### src/rtl/mac_lane_pipe.sv
`default_nettype none
// ============================================================================
// Module   : mac_lane_pipe
// Brief    : Two-stage multi-lane signed multiply-accumulate with optional
//            saturation and a valid/ready result port.
// Revision : 1.0
// ============================================================================
module mac_lane_pipe #(
  parameter int A_W   = 8,
  parameter int B_W   = 8,
  parameter int LANES = 4,
  parameter int ACC_W = 32,
  parameter int SAT   = 1
) (
  input  logic                   clk,
  input  logic                   rst_n,
  input  logic                   clr,
  input  logic                   in_valid,
  output logic                   in_ready,
  input  logic [LANES*A_W-1:0]   in_a,
  input  logic [LANES*B_W-1:0]   in_b,
  input  logic                   in_last,
  output logic                   out_valid,
  input  logic                   out_ready,
  output logic [ACC_W-1:0]       out_acc,
  output logic                   out_sat,
  output logic                   sat_pulse
);

  localparam int P_W   = A_W + B_W;
  localparam int NP    = 1 << $clog2(LANES);
  localparam int EXT_W = ACC_W - P_W;
  localparam logic [ACC_W-1:0] C_MAX = {1'b0, {(ACC_W-1){1'b1}}};
  localparam logic [ACC_W-1:0] C_MIN = {1'b1, {(ACC_W-1){1'b0}}};

  logic                    stall_w;
  logic                    accept_w;
  logic                    s2_fire_w;
  logic signed [P_W-1:0]   prod_w [LANES];
  logic signed [P_W-1:0]   prod_q [LANES];
  logic [ACC_W-1:0]        tree_sum_w;
  logic [ACC_W:0]          sum_w;
  logic                    ovf_w;
  logic [ACC_W-1:0]        step_w;

  logic                    s1_valid_q, s1_valid_d;
  logic                    s1_last_q,  s1_last_d;
  logic [ACC_W-1:0]        acc_q,      acc_d;
  logic                    sat_q,      sat_d;
  logic                    out_valid_q, out_valid_d;
  logic [ACC_W-1:0]        out_acc_q,  out_acc_d;
  logic                    out_sat_q,  out_sat_d;
  logic                    sat_pulse_q, sat_pulse_d;

  assign stall_w   = out_valid_q & ~out_ready;
  assign in_ready  = ~stall_w & ~clr;
  assign accept_w  = in_valid & in_ready;
  assign s2_fire_w = s1_valid_q & ~stall_w;

  for (genvar gi = 0; gi < LANES; gi++) begin : g_lane
    assign prod_w[gi] = $signed(in_a[gi*A_W +: A_W]) * $signed(in_b[gi*B_W +: B_W]);
  end

  // Balanced tree over a power-of-two leaf set; unused leaves are zero.
  always_comb begin : p_tree
    logic [ACC_W-1:0] node [2*NP-1];
    for (int i = 0; i < 2*NP-1; i++) node[i] = '0;
    for (int i = 0; i < LANES; i++) begin
      node[NP-1+i] = {{EXT_W{prod_q[i][P_W-1]}}, prod_q[i]};
    end
    for (int k = NP-2; k >= 0; k--) begin
      node[k] = node[2*k+1] + node[2*k+2];
    end
    tree_sum_w = node[0];
  end

  assign sum_w = {acc_q[ACC_W-1], acc_q} + {tree_sum_w[ACC_W-1], tree_sum_w};
  assign ovf_w = sum_w[ACC_W] ^ sum_w[ACC_W-1];

  // The extra top bit carries the true sign, so it picks the clamp direction.
  always_comb begin
    step_w = sum_w[ACC_W-1:0];
    if (ovf_w && (SAT != 0)) begin
      step_w = sum_w[ACC_W] ? C_MIN : C_MAX;
    end
  end

  always_comb begin
    s1_valid_d  = s1_valid_q;
    s1_last_d   = s1_last_q;
    acc_d       = acc_q;
    sat_d       = sat_q;
    out_valid_d = out_valid_q;
    out_acc_d   = out_acc_q;
    out_sat_d   = out_sat_q;
    sat_pulse_d = s2_fire_w & ovf_w;

    if (!stall_w) begin
      s1_valid_d = accept_w;
      if (accept_w) s1_last_d = in_last;
    end

    if (out_valid_q && out_ready) out_valid_d = 1'b0;

    if (s2_fire_w) begin
      if (s1_last_q) begin
        out_valid_d = 1'b1;
        out_acc_d   = step_w;
        out_sat_d   = sat_q | ovf_w;
        acc_d       = '0;
        sat_d       = 1'b0;
      end else begin
        acc_d = step_w;
        sat_d = sat_q | ovf_w;
      end
    end

    // Abort wins over the S2 update but leaves the result register alone.
    if (clr) begin
      s1_valid_d = 1'b0;
      acc_d      = '0;
      sat_d      = 1'b0;
    end
  end

  always_ff @(posedge clk or negedge rst_n) begin
    if (!rst_n) begin
      s1_valid_q  <= 1'b0;
      s1_last_q   <= 1'b0;
      acc_q       <= '0;
      sat_q       <= 1'b0;
      out_valid_q <= 1'b0;
      out_acc_q   <= '0;
      out_sat_q   <= 1'b0;
      sat_pulse_q <= 1'b0;
      for (int i = 0; i < LANES; i++) prod_q[i] <= '0;
    end else begin
      s1_valid_q  <= s1_valid_d;
      s1_last_q   <= s1_last_d;
      acc_q       <= acc_d;
      sat_q       <= sat_d;
      out_valid_q <= out_valid_d;
      out_acc_q   <= out_acc_d;
      out_sat_q   <= out_sat_d;
      sat_pulse_q <= sat_pulse_d;
      if (accept_w) begin
        for (int i = 0; i < LANES; i++) prod_q[i] <= prod_w[i];
      end
    end
  end

  assign out_valid = out_valid_q;
  assign out_acc   = out_acc_q;
  assign out_sat   = out_sat_q;
  assign sat_pulse = sat_pulse_q;

endmodule
`default_nettype wire

### config.mk
export PLATFORM = sky130hd
export DESIGN_NAME = mac_lane_pipe
export DESIGN_NICKNAME = d
export VERILOG_FILES = /design/src/rtl/mac_lane_pipe.sv
export SDC_FILE = /design/constraint.sdc
export NUM_CORES = 1
export LEC_CHECK = 0
export ABC_CLOCK_PERIOD_IN_PS = 7000
export CAP_MARGIN = 20
export CORE_AREA = 2 2 239 241
export DETAILED_ROUTE_END_ITERATION = 12
export DIE_AREA = 0 0 241 243
export GPL_ROUTABILITY_DRIVEN = 0
export GPL_TIMING_DRIVEN = 0
export SKIP_CTS_REPAIR_TIMING = 1
export SKIP_LAST_GASP = 1
export SYNTH_ARGS = -nofsm -noshare
export SYNTH_HDL_FRONTEND = slang
export SYNTH_SLANG_ARGS = --single-unit
### constraint.sdc
create_clock -name clk -period 7 [get_ports clk]
set_input_delay 0.7 -clock clk [delete_from_list [all_inputs] [get_ports clk]]
set_output_delay 0.7 -clock clk [all_outputs]
set_load 0.1 [all_outputs]
==> results of run 1 <==
worst max-delay path, delay by kind of cell (launching register included):
kind	cells	cell delay, ns
AOI/OAI and AO/OA	5	0.97
buffers and inverters	6	1.28
DFF	1	0.51
adders and majority gates	4	1.91
and+or+nand+nor	3	0.89
layer usage:
metal	share of wire, %	vias to the layer above	GRT usage [%]
met5	0	-	0
li1	-	6809	-
met4	2.0	0	3.686
met3	2.7	44	1.808
met2	50	225	28.06
met1	45	7158	21.72
layout make-up:
class	count	area, sq um
fillers	5657	33800
inverters	546	2049
well taps	756	945.9
plain buffers	40	200.2
repair buffers	108	1135
clock buffers	18	439.2
multi-input cells	1415	13870
clock inverters	14	163.9
flip-flops and latches	134	3353
layout by cell type (no fill, tap or decap), types with 16 or more instances in the layout:
master,instances
fa_1,315
nand3_1,16
mux2_2,19
o21a_1,17
a21oi_1,49
o31ai_1,16
nand2b_1,25
xnor2_1,58
nor3_1,22
a21o_1,17
nor2_1,60
dfrtp_1,134
clkbuf_16,17
ha_1,149
clkbuf_1,25
clkdlybuf4s50_1,104
inv_1,546
o21ai_1,51
and2_1,153
o21ai_0,69
xor2_1,22
nand2_1,213
path summary, 6_finish.rpt:
| check | to | startpoint | slack [ns] | depth (start not counted) |
|---|---|---|---|---|
| hold / removal | acc_q[23] | rst_n | 0.24 | 1 |
| setup reg to reg | out_acc[14] | p_tree.node[15] | 1.28 | 18 |
| min in group clk | p_tree.node[45] | p_tree.node[45] | 0.48 | 2 |
| hold reg to reg | p_tree.node[45] | p_tree.node[45] | 0.48 | 2 |
| setup / recovery | out_acc[14] | p_tree.node[15] | 1.28 | 18 |
| max in group asynchronous | p_tree.node[14] | rst_n | 5.95 | 2 |
registers in the layout (all words and copies together) (netlist names):
| signal | count |
|---|---|
| p_tree.node | 64 |
| acc_q | 32 |
| out_acc | 32 |
| out_sat | 1 |
| out_valid | 1 |
| s1_last_q | 1 |
| s1_valid_q | 1 |
| sat_pulse | 1 |
| sat_q | 1 |
kinds of logic (layout without fill, tap and decap cells):
kind of cell	count (synthesis)	after routing
compound gates	304	304
xor+xnor	81	81
fa+ha+maj	466	466
buf+inv	586	726
flops	134	134
mux	21	21
simple gates	543	543
metrics by stage:
stage               hold slack [ns]  instances  TNS (ns)  instance area (sq um)  util [%]
finish                       0.2434       3031         0                  22160     39.60
floorplan                    0.4044       2135         0                  19470         -
CTS                          0.2872       3031         0                  22160     39.60
global route                 0.3037       3031         0                  22160     39.60
global placement             0.4631       2996    -9.553                  21470     38.37
detailed placement           0.4706       2999         0                  21550     38.52
==> flow_metrics.tcl, run 1 <==
set metrics [dict create \
    outcome "finished clean" \
    synth-compound-area-share_pct 10.21 \
    vias_per_cell 4.697 \
    clockBufferDepth 2 \
    arrival_ns 6.02 \
    finalCritPeriodShare_pct 81.65 \
    synth_top_family_by_area "adder cells" \
    synth_cell_type_count 75 \
    period_needed_ns 5.715 \
    clk_pin_slew_ns 0.07 \
    row_count 87 \
    synth_top_area_share_pct 32.39 \
    start_kind "flip-flop" \
    postLayoutSetupSlackWorst_ns 1.285 \
    port_buffers 105 \
    crit_top_cell "inv_1" \
    path_cells "inv_1, fa_1, inv_1, fa_1, inv_1, fa_1, inv_1, ha_1, clkbuf_1, nand4_1, nand3b_1, nor4_1, o211ai_2, o31ai_2, a21oi_4, o21ai_4, buf_2, o21ai_1" \
    syn_nets 2669 \
    synth-simple-area-share_pct 14.00 \
    htree_levels 4 \
    core_sq_mm 0.05595 \
    grt-ovfl-total 0 \
    drc 0 \
    wl_per_cell_um 14.93 \
    dp_hpwl_mm 38.86 \
    finalMaxSlewViolations 0 \
    rsz0062_at_grt "false" \
    drt_iter0_markers 668 \
    die_width_um 241 \
    drive_gt1_share_pct 4.352 \
    drv_cap 0 \
    nNetsFinal 2796 \
    die_area_sq_mm 0.05856 \
    synth_xor_area_share_pct 3.714 \
    wirelength_mm 45.27 \
    drtAntennaViolNets 0 \
    synth.most_common_cell "inv_1" \
    yosysSeqAreaShare_pct 17.22 \
    ioPinCount 106 \
    async_flop_share_pct 100.0 \
    tightest_slew_ns 1.024 \
    numCtsBuffers 17 \
    synth.cell_area_sq_mm 0.01947 \
    root_buffer "clkbuf_16" \
    setup-violations-final 0 \
    synth_fa_ha_area_share_pct 42.08 \
    vias 14240 \
    initial_utilization_pct 34.80 \
    critPathMaxStageDelay_ns 0.70 \
    syn_to_final_growth_pct 13.78 \
    drt-pass1-iter-count 5 \
    synth-seq-cells 134 \
    clk-insertion-delay-late_ns 0.43 \
    synth_mux_area_share_pct 1.227 \
    cts_tree "done" \
    antenna_found_initial 0 \
    diodes 0 \
    slew_headroom_pct 31.54 \
    max_clock_freq_mhz 175.0 \
    ys.flop_type "dfrtp_1" \
    hold_viol 0 \
    synth_top_cell_by_area "fa_1" \
    yosys_warnings 0 \
    grt_max_degree 70 \
    synthTopCellsByCount "inv_1, fa_1, nand2_1, and2_1, ha_1" \
    die_h_um 243 \
    synthTopCellsByArea "fa_1, dfrtp_1, inv_1, ha_1, and2_1" \
    grt_pass1_vias 15100 \
    crit_fanout 15 \
    cp-end-kind "flip-flop" \
    critPathSlowestCell "fa_1" \
    grt_pass1_wl_mm 76.18 \
    grt_usage_pct 16.23 \
    worstPathRequired_ns 7.31 \
    synth_edf_count 0 \
    hold_class "primary input to asynchronous set/reset pin" \
    skew_ns 0.01118 \
    dp_slack_ns 1.267 \
    clock_sinks 134 \
    syn_area_per_cell_sq_um 9.120 \
    synth_cells 2135 \
    worst-setup-path-type "flip-flop to flip-flop" \
]
Power of run 1 is not shown: default switching activity piles up to over one toggle a cycle in this logic, so the estimate is an artifact.
==> inputs of run 2 (changes only) <==
Settings changed: ABC_CLOCK_PERIOD_IN_PS 7000 to 5200.
Clock period 7 ns to 5.2 ns, I/O delays scaled along.
==> flow_metrics.tcl, run 2 (synthesized netlist as in run 1, its figures left out) <==
set metrics [dict create \
    layout_common_cells "inv_1, fa_1, nand2_1" \
    largest_reg_flops 64 \
    ioPinCount 106 \
    grt_pass1_vias 15100 \
    clockBufferDepth 2 \
    setup-violations-final 0 \
    finalNonFillerCells 3049 \
    worst-setup-path-type "flip-flop to flip-flop" \
    outcome "finished clean" \
    drive_gt1_share_pct 5.757 \
    die_area_sq_mm 0.05856 \
    numCtsBuffers 17 \
    skew_ns 0.01030 \
    clk_pin_slew_ns 0.07 \
    drc 0 \
    initial_utilization_pct 34.80 \
    finalMaxSlewViolations 0 \
    grt_usage_pct 16.23 \
    clock_sinks 134 \
    vias_per_cell 4.707 \
    nNetsFinal 2814 \
    max_clock_freq_mhz 199.5 \
    arrival_ns 5.31 \
    tightest_slew_ns 1.022 \
    wirelength_mm 45.44 \
    grt-ovfl-total 0 \
    die_width_um 241 \
    start_kind "flip-flop" \
    port_buffers 105 \
    diodes 0 \
    grt_max_degree 70 \
    drt_iter0_markers 656 \
    drv_cap 0 \
    clk-insertion-delay-late_ns 0.43 \
    crit_fanout 10 \
    htree_levels 4 \
    worstPathRequired_ns 5.50 \
    wl_per_cell_um 14.90 \
    cts_tree "done" \
    syn_to_final_growth_pct 15.08 \
    period_needed_ns 5.012 \
    drtAntennaViolNets 0 \
    core_sq_mm 0.05595 \
    hold_viol 0 \
    die_h_um 243 \
    layout_commonest_cell "inv_1" \
    row_count 87 \
    slew_headroom_pct 31.65 \
    hold_class "primary input to asynchronous set/reset pin" \
    grt_pass1_wl_mm 76.18 \
    cp-end-kind "flip-flop" \
    dp_cells 2999 \
    n_fill_cell 5638 \
    drt-pass1-iter-count 5 \
    dp_hpwl_mm 38.86 \
    rsz0062_at_grt "true" \
    finalCritPeriodShare_pct 96.38 \
    root_buffer "clkbuf_16" \
    antenna_found_initial 0 \
    vias 14350 \
]
==> run 2: cell type report <==
cell class / instances / area, sq um / share of cell area (%)
multi-input combinational: 1415 / 13950 / 62.27
sequential: 134 / 3356 / 14.98
inverter: 546 / 2057 / 9.180
timing repair buffer: 128 / 1289 / 5.752
tap: 756 / 945.9 / 4.222
clock buffer: 18 / 439.2 / 1.960
buffer: 38 / 203.9 / 0.9102
clock inverter: 14 / 163.9 / 0.7315
==> run 2: worst paths after layout <==
kind	startpoint	cells past startpoint	end	slack (ns)
min in group clk	p_tree.node[41]	2	p_tree.node[41]	0.48
worst max-delay path	p_tree.node[47]	18	acc_q[13]	0.19
worst min register to register	p_tree.node[41]	2	p_tree.node[41]	0.48
worst min-delay path	rst_n	1	acc_q[22]	0.07
max in group asynchronous	rst_n	2	acc_q[29]	4.33
worst max register to register	p_tree.node[47]	18	acc_q[13]	0.19
==> run 2: critical path, cell delays in order (launching register included) <==
cell and delay [ns]:
dfrtp_2 0.44, clkinvlp_4 0.23, buf_6 0.22, fa_1 0.48, inv_1 0.05, fa_1 0.48, inv_1 0.05, fa_1 0.48
inv_1 0.05, ha_1 0.36, a21o_1 0.23, o21bai_1 0.20, a21o_1 0.23, or2_2 0.33, a211oi_4 0.28, nor2_4 0.14
o21ai_4 0.27, buf_4 0.26, o21ai_1 0.08
==> run 2: through the flow <==
step           cell area, sq um  setup TNS [ns]  util, %  setup slack (ns)  hold slack [ns]
6_report                  22410               0    40.05            0.1884          0.06528
5_1_grt                   22410         -0.3945    40.05          -0.03199           0.1236
3_5_place_dp              21550          -21.59    38.52           -0.4885           0.4706
2_1_floorplan             19470               0        -            0.4149           0.2244
4_1_cts                   22160          -24.80    39.60           -0.5466           0.1072
3_3_place_gp              21470         -244.68    38.37            -1.702           0.4631
==> run 2: layer usage <==
metal,global-route usage [%],share of wire (%),vias up
met5,0,0,-
met4,3.686,2.1,0
met3,1.808,2.9,47
met2,28.06,50,253
met1,21.72,45,7206
li1,-,-,6846
Power of run 2 is left out for the same reason.
